### src/rtl/sdram_pkg.sv
// sdram_pkg: command/state encodings and default address widths shared by the arbiter and the SDRAM command engine
package sdram_pkg;
  typedef enum logic [1:0] {CMD_NONE = 2'b00, CMD_REF = 2'b01, CMD_WR = 2'b10, CMD_RD = 2'b11} cmd_t;
  typedef enum logic [2:0] {S_INIT, S_IDLE, S_REF, S_WR, S_RD} state_t;
  localparam int BANK_W_DEF = 2;
  localparam int ROW_W_DEF  = 12;
  localparam int COL_W_DEF  = 8;
endpackage

### src/rtl/sdram_req_arb_if.sv
// sdram_req_arb_if: request/command bundle between users, the arbiter and the command engine
//   master: user/engine side (drives wr/rd requests, addresses, cmd_done)
//   slave : arbiter side (drives acks, cmd_* stream, busy, ref_err)
interface sdram_req_arb_if import sdram_pkg::*; #(
  parameter int BANK_W = BANK_W_DEF,
  parameter int ROW_W  = ROW_W_DEF,
  parameter int COL_W  = COL_W_DEF
);
  logic                          wr_req, wr_ack, rd_req, rd_ack;
  logic [BANK_W+ROW_W+COL_W-1:0] wr_addr, rd_addr;
  logic                          cmd_vld, cmd_done, busy, ref_err;
  cmd_t                          cmd_type;
  logic [BANK_W-1:0]             cmd_bank;
  logic [ROW_W-1:0]              cmd_row;
  logic [COL_W-1:0]              cmd_col;
  modport master (
    output wr_req, wr_addr, rd_req, rd_addr, cmd_done,
    input  wr_ack, rd_ack, cmd_vld, cmd_type, cmd_bank, cmd_row, cmd_col, busy, ref_err
  );
  modport slave (
    input  wr_req, wr_addr, rd_req, rd_addr, cmd_done,
    output wr_ack, rd_ack, cmd_vld, cmd_type, cmd_bank, cmd_row, cmd_col, busy, ref_err
  );
endinterface

### src/rtl/sdram_ref_timer.sv
// sdram_ref_timer: auto-refresh interval timer
//   init_done: timer runs only while high; low clears timer and ref_pend
//   ref_clr  : refresh granted this cycle (terminal count still wins)
//   ref_pend : refresh owed; ref_err: sticky, a period expired with refresh still owed
module sdram_ref_timer #(
  parameter int REF_PERIOD = 780
) (
  input  logic clk,
  input  logic rst_n,
  input  logic init_done,
  input  logic ref_clr,
  output logic ref_pend,
  output logic ref_err
);
  localparam int TW = $clog2(REF_PERIOD);
  logic [TW-1:0] timer_q, timer_d;
  logic          pend_q, pend_d, err_q, err_d, tc;
  always_comb begin
    tc      = init_done && timer_q == TW'(REF_PERIOD - 1);
    timer_d = (!init_done || tc) ? '0 : timer_q + TW'(1);
    pend_d  = !init_done ? 1'b0 : tc ? 1'b1 : ref_clr ? 1'b0 : pend_q;
    err_d   = err_q || (tc && pend_q && !ref_clr);
  end
  always_ff @(posedge clk or negedge rst_n)
    if (!rst_n) begin
      timer_q <= '0;
      pend_q  <= 1'b0;
      err_q   <= 1'b0;
    end else begin
      timer_q <= timer_d;
      pend_q  <= pend_d;
      err_q   <= err_d;
    end
  assign ref_pend = pend_q;
  assign ref_err  = err_q;
endmodule

### src/rtl/sdram_req_arb.sv
// sdram_req_arb: arbitrates refresh, write-burst and read-burst requests into one outstanding SDRAM command
//   clk, rst_n (async active-low), init_done (level), bus (sdram_req_arb_if.slave)
//   Refresh always wins; SDRAM_ARB_RR_EN selects write/read round-robin, otherwise write beats read.
module sdram_req_arb import sdram_pkg::*; #(
  parameter int REF_PERIOD = 780,
  parameter int BANK_W     = BANK_W_DEF,
  parameter int ROW_W      = ROW_W_DEF,
  parameter int COL_W      = COL_W_DEF
) (
  input logic            clk,
  input logic            rst_n,
  input logic            init_done,
  sdram_req_arb_if.slave bus
);
  localparam int AW = BANK_W + ROW_W + COL_W;
  state_t          state_q, state_d;
  cmd_t            type_q, type_d;
  logic [AW-1:0]   addr_q, addr_d;
  logic            vld_q, vld_d, wa_q, wa_d, ra_q, ra_d;
  logic            go, ref_g, wr_g, rd_g, ref_pend;
`ifdef SDRAM_ARB_RR_EN
  logic            last_wr_q, last_wr_d;
`endif
  always_comb begin
    go      = init_done && state_q == S_IDLE;
    ref_g   = go && ref_pend;
`ifdef SDRAM_ARB_RR_EN
    wr_g    = go && !ref_pend && bus.wr_req && !(bus.rd_req && last_wr_q);
`else
    wr_g    = go && !ref_pend && bus.wr_req;
`endif
    rd_g    = go && !ref_pend && bus.rd_req && !wr_g;
    // cmd_done only matters in a command state; in S_IDLE the fallback keeps S_IDLE anyway
    state_d = !init_done ? S_INIT : ref_g ? S_REF : wr_g ? S_WR : rd_g ? S_RD :
              (state_q == S_INIT || bus.cmd_done) ? S_IDLE : state_q;
    type_d  = !init_done ? CMD_NONE : ref_g ? CMD_REF : wr_g ? CMD_WR : rd_g ? CMD_RD : type_q;
    addr_d  = (!init_done || ref_g) ? '0 : wr_g ? bus.wr_addr : rd_g ? bus.rd_addr : addr_q;
    vld_d   = ref_g || wr_g || rd_g;
    wa_d    = wr_g;
    ra_d    = rd_g;
`ifdef SDRAM_ARB_RR_EN
    last_wr_d = wr_g || (last_wr_q && !rd_g);
`endif
  end
  always_ff @(posedge clk or negedge rst_n)
    if (!rst_n) begin
      state_q <= S_INIT;
      type_q  <= CMD_NONE;
      addr_q  <= '0;
      vld_q   <= 1'b0;
      wa_q    <= 1'b0;
      ra_q    <= 1'b0;
`ifdef SDRAM_ARB_RR_EN
      last_wr_q <= 1'b0;
`endif
    end else begin
      state_q <= state_d;
      type_q  <= type_d;
      addr_q  <= addr_d;
      vld_q   <= vld_d;
      wa_q    <= wa_d;
      ra_q    <= ra_d;
`ifdef SDRAM_ARB_RR_EN
      last_wr_q <= last_wr_d;
`endif
    end
  sdram_ref_timer #(.REF_PERIOD(REF_PERIOD)) u_timer (
    .clk       (clk),
    .rst_n     (rst_n),
    .init_done (init_done),
    .ref_clr   (ref_g),
    .ref_pend  (ref_pend),
    .ref_err   (bus.ref_err)
  );
  assign bus.cmd_vld  = vld_q;
  assign bus.wr_ack   = wa_q;
  assign bus.rd_ack   = ra_q;
  assign bus.cmd_type = type_q;
  assign bus.cmd_bank = addr_q[AW-1 -: BANK_W];
  assign bus.cmd_row  = addr_q[COL_W +: ROW_W];
  assign bus.cmd_col  = addr_q[COL_W-1:0];
  assign bus.busy     = state_q != S_IDLE;
endmodule

### src/flat_wrapper.sv
// flat-port wrapper written by rule: the top's interface ports become plain ports
module sdram_req_arb_flat import sdram_pkg::*;
#(
  parameter int REF_PERIOD = 780,
  parameter int BANK_W     = BANK_W_DEF,
  parameter int ROW_W      = ROW_W_DEF,
  parameter int COL_W      = COL_W_DEF
)
  (clk, rst_n, init_done, bus_wr_req, bus_wr_addr, bus_rd_req, bus_rd_addr, bus_cmd_done, bus_wr_ack, bus_rd_ack, bus_cmd_vld, bus_cmd_type, bus_cmd_bank, bus_cmd_row, bus_cmd_col, bus_busy, bus_ref_err);
  sdram_req_arb_if #(.BANK_W(BANK_W), .ROW_W(ROW_W), .COL_W(COL_W)) bus_i ();
  input logic clk;
  input logic rst_n;
  input logic init_done;
  input wire logic [$bits(bus_i.wr_req)-1:0] bus_wr_req;
  input wire logic [$bits(bus_i.wr_addr)-1:0] bus_wr_addr;
  input wire logic [$bits(bus_i.rd_req)-1:0] bus_rd_req;
  input wire logic [$bits(bus_i.rd_addr)-1:0] bus_rd_addr;
  input wire logic [$bits(bus_i.cmd_done)-1:0] bus_cmd_done;
  output wire logic [$bits(bus_i.wr_ack)-1:0] bus_wr_ack;
  output wire logic [$bits(bus_i.rd_ack)-1:0] bus_rd_ack;
  output wire logic [$bits(bus_i.cmd_vld)-1:0] bus_cmd_vld;
  output wire logic [$bits(bus_i.cmd_type)-1:0] bus_cmd_type;
  output wire logic [$bits(bus_i.cmd_bank)-1:0] bus_cmd_bank;
  output wire logic [$bits(bus_i.cmd_row)-1:0] bus_cmd_row;
  output wire logic [$bits(bus_i.cmd_col)-1:0] bus_cmd_col;
  output wire logic [$bits(bus_i.busy)-1:0] bus_busy;
  output wire logic [$bits(bus_i.ref_err)-1:0] bus_ref_err;
  assign bus_i.wr_req = bus_wr_req;
  assign bus_i.wr_addr = bus_wr_addr;
  assign bus_i.rd_req = bus_rd_req;
  assign bus_i.rd_addr = bus_rd_addr;
  assign bus_i.cmd_done = bus_cmd_done;
  assign bus_wr_ack = bus_i.wr_ack;
  assign bus_rd_ack = bus_i.rd_ack;
  assign bus_cmd_vld = bus_i.cmd_vld;
  assign bus_cmd_type = bus_i.cmd_type;
  assign bus_cmd_bank = bus_i.cmd_bank;
  assign bus_cmd_row = bus_i.cmd_row;
  assign bus_cmd_col = bus_i.cmd_col;
  assign bus_busy = bus_i.busy;
  assign bus_ref_err = bus_i.ref_err;
  sdram_req_arb #(.REF_PERIOD(REF_PERIOD), .BANK_W(BANK_W), .ROW_W(ROW_W), .COL_W(COL_W)) u_core (.clk(clk), .rst_n(rst_n), .init_done(init_done), .bus(bus_i));
endmodule
### config.mk
export PLATFORM = sky130hd
export DESIGN_NAME = sdram_req_arb_flat
export DESIGN_NICKNAME = d
export VERILOG_FILES = /design/src/rtl/sdram_pkg.sv /design/src/rtl/sdram_req_arb_if.sv /design/src/rtl/sdram_ref_timer.sv /design/src/rtl/sdram_req_arb.sv /design/src/flat_wrapper.sv
export SDC_FILE = /design/constraint.sdc
export NUM_CORES = 1
export LEC_CHECK = 0
export ABC_AREA = 1
export ABC_CLOCK_PERIOD_IN_PS = 1300
export CAP_MARGIN = 20
export CORE_MARGIN = 3
export CORE_UTILIZATION = 41
export DETAILED_ROUTE_END_ITERATION = 7
export HOLD_SLACK_MARGIN = 0.05
export PLACE_DENSITY = 0.89
export SYNTH_ARGS = -nofsm -noshare
export SYNTH_HDL_FRONTEND = slang
export SYNTH_SLANG_ARGS = --single-unit
### constraint.sdc
create_clock -name clk -period 1.3 [get_ports clk]
set_input_delay 0.26 -clock clk [delete_from_list [all_inputs] [get_ports clk]]
set_output_delay 0.26 -clock clk [all_outputs]
set_load 0.005 [all_outputs]
==> flow_summary_export.csv <==
group,metric,value,unit
status,run_status,"complete, but fails checks",
status,violations,"setup timing",
cells_and_area,drive_above_1_share,27.3,%
sta,max_slew_margin,72.9,%
clocking,cts_buffers,5,
sta,tightestPinTransition,0.407,ns
setup_path,end_kind,"flip-flop",
sta,min_period,1.62,ns
global_route,grt_pass1_vias,2433,
run,drv_cap,0,
floorplan,coreArea,5200,um^2
sta,slew_violations,0,
setup_path,timing.rr.start,"u_core.state_q[2]",
pwr,pwr-share-seq,45.7,%
logic_synthesis,synthDistinctLibCells,22,
clocking,cts-root-buf,"clkbuf_8",
pwr,power_switching,0.951,mW
placed_design,gp_congestion,0.778,
clocking,clkLatencyLatePin,0.30,ns
setup_path,rrSetupSlack,-0.32,ns
route,wirelength,7660,um
sta,fin_crit_sh,125,%
clocking,cts.sinks,42,
setup_path,crit_type,"flip-flop to flip-flop",
clocking,cts_tree,"built",
pwr,p_int,2.27,mW
global_route,grt_pass1_wl,11800,um
floorplan,die_area,6400,um^2
cells_and_area,diodes,0,
floorplan,die_w,80.0,um
route,drc,0,
setup_path,cp-start-kind,"flip-flop",
route,drtPass1Iterations,4,
logic_synthesis,synth_area,2250,um^2
logic_synthesis,yosysSeqAreaShare,46.8,%
pwr,power_density,873,nW/um^2
logic_synthesis,yosys-top-cells-area,"dfrtp_1 47%, nand2_1 22%, nand3_2 8.5%, buf_6 3.5%, nor2_1 3.3%",
logic_synthesis,synthCells,269,
logic_synthesis,yosysTopAreaCell,"dfrtp_1",
floorplan,die_h,80.0,um
clocking,clkSlewWorstSetupHoldPaths,0.08,ns
setup_path,crit_required,1.49,ns
logic_synthesis,yosysWarnings,0,
worst_hold_path,hp-class,"primary input to asynchronous set/reset pin",
pwr,leakage,1.89,nW
cells_and_area,utilization,70.9,%
sta,hold_violations,0,
setup_path,r2r_end,"u_core.addr_q[14]",
clocking,clockBufferDepth,2,
sta,grt_setup_unrepaired,"true",
floorplan,core.rowCount,26,
global_route,grt_max_degree,43,
pwr,ir_drop,0.000643,V
clocking,htreeDepth,2,
setup_path,cp_max_fo,8,
global_route,grtUsageTotal,24.2,%
sta,clock_skew,0.00670,ns
setup_path,rr_worst_depth,10,
cells_and_area,area_delta_synth_final,64.4,%
placed_design,hpwl,4290,um
pwr,p_comb_share,28.6,%
cells_and_area,nFillCells,375,
global_route,grt_overflow,0,
sta,setup_violations,41,
logic_synthesis,ys_ff_latch,42,
logic_synthesis,syn_avg_cell_area,8.35,um^2
floorplan,io_pins,79,
route,vias,2365,
pwr,swShare,29.5,%
route,drtIter0Drc,145,
setup_path,crit_arrival,1.81,ns
logic_synthesis,netlist.area_leader.share,46.8,%
sta,setup-tns-final,-8.18,ns
cells_and_area,nets,443,
floorplan,initial_utilization,43.1,%
route,avgRoutedWirePerCell,16.6,um
route,drt-vias-per-instance,5.12,
logic_synthesis,syn_nets,320,
pwr,clockPowerShare,25.7,%
placed_design,portBuffers,78,
global_route,antenna_found_initial,0,
sta,setup_ws,-0.324,ns
sta,max_freq,616,MHz
route,final_antenna_net_count,0,
[per-layer routing]
metal,vias to the layer above,global-route usage [%],wire (um)
met5,-,0,0
met4,0,11.5,240
met2,85,44.3,4180
met1,1164,27.3,2880
met3,23,3.50,364
li1,1093,-,-
[how the worst max path moves through the flow]
stage | startpoint | endpoint | slack [ns] | cells after the start
6_report | u_core.state_q[2] | u_core.addr_q[14] | -0.32 | 10
5_1_grt | u_core.state_q[2] | u_core.addr_q[11] | -0.38 | 10
4_1_cts | u_core.state_q[2] | u_core.addr_q[20] | -0.23 | 9
3_5_place_dp | init_done | u_core.bus.cmd_type[1] | -0.59 | 6
3_3_place_gp | init_done | u_core.state_q[0] | -0.51 | 6
2_1_floorplan | u_core.state_q[1] | u_core.addr_q[10] | -0.06 | 8
[metrics by stage]
| step | cells | setup WS [ns] | instance area, um^2 | total power, mW | hold WS [ns] |
|---|---|---|---|---|---|
| after global placement | 427 | -0.506 | 3220 | 2.23 | 0.252 |
| after detailed placement | 427 | -0.593 | 3220 | 2.26 | 0.251 |
| after global routing | 462 | -0.383 | 3690 | 3.35 | 0.473 |
| final | 462 | -0.324 | 3690 | 3.23 | 0.453 |
| after floorplan | 269 | -0.0577 | 2250 | 1.80 | -0.0356 |
| after CTS | 461 | -0.232 | 3660 | 3.16 | 0.467 |
[layout make-up]
| cell class | count | area [um^2] | share of cell area, % |
|---|---|---|---|
| Timing Repair Buffer | 125 | 1280 | 34.7 |
| Multi-Input combinational cell | 209 | 1150 | 31.3 |
| Sequential cell | 42 | 1050 | 28.5 |
| Tap cell | 70 | 87.6 | 2.37 |
| Clock buffer | 7 | 76.3 | 2.07 |
| Inverter | 9 | 41.3 | 1.12 |
[synthesized netlist by cell type]
cell / number
nand2_1: 130
dfrtp_1: 42
nor2_1: 20
nand3_2: 19
nand3_1: 11
buf_6: 7
inv_1: 6
xor2_1: 6
buf_2: 4
nand4_1: 4
a21oi_1: 3
inv_2: 3
nor3_1: 3
nor2_4: 2
nor2_8: 2
ha_1: 1
nand2_2: 1
nand2_4: 1
nand4_4: 1
nor2_2: 1
o21bai_4: 1
o31ai_1: 1
[cell families (layout without fill, tap and decap cells)]
group | count (synthesis) | in the layout | synth area share [%]
AND/OR/NAND/NOR | 195 | 197 | 42.6
flip-flops | 42 | 42 | 46.8
adder cells (fa/ha/maj) | 1 | 1 | 0.557
AO/OA/AOI/OAI | 5 | 5 | 1.84
buffers and inverters | 20 | 141 | 5.91
XOR/XNOR | 6 | 6 | 2.34
[critical path, cell delays in order (launching register included)]
cell	delay, ns
dfrtp_1	0.43
nor2_4	0.15
buf_6	0.13
nand4_4	0.10
nor2_8	0.19
inv_8	0.10
buf_16	0.15
nand2_1	0.07
nand2_1	0.05
nand2_1	0.06
nand2_1	0.07
[sequential cells by signal, indices dropped and copies added, names as in the netlist]
signal / count
u_core.addr_q: 22
u_core.bus.wr_ack: 1
u_core.state_q: 3
u_core.u_timer.ref_err: 1
u_core.u_timer.timer_q: 10
u_core.bus.cmd_vld: 1
u_core.u_timer.ref_pend: 1
u_core.bus.rd_ack: 1
u_core.bus.cmd_type: 2
[placed cells by master, fill, tap and decap left out, types with 9 or more instances in the layout]
master / netlist / final
nand2_2: 1 / 15
nand3_1: 11 / 10
buf_4: 0 / 27
dlygate4sd2_1: 0 / 28
nand3_2: 19 / 20
nand2_1: 130 / 114
clkdlybuf4s50_1: 0 / 48
buf_6: 7 / 9
nor2_1: 20 / 19
dfrtp_1: 42 / 41
[power groups by stage]
| stage | combinational, mW | sequential, mW | clock (mW) |
|---|---|---|---|
| floorplan | 0.295 | 1.50 | 0 |
| global placement | 0.737 | 1.49 | 0 |
| detailed placement | 0.760 | 1.50 | 0 |
| CTS | 0.889 | 1.46 | 0.806 |
| global route | 0.990 | 1.48 | 0.881 |
| finish | 0.922 | 1.47 | 0.829 |
[repair_timing]
action	4_1_cts	5_1_grt
hold endpoints to repair	42	0
gates cloned	6	0
hold buffers	1	0
endpoints found under the setup margin	68	42
gates resized for setup	62	8
pin swaps	28	4
buffers inserted	21	2
Power figures use the tool's default switching activity.
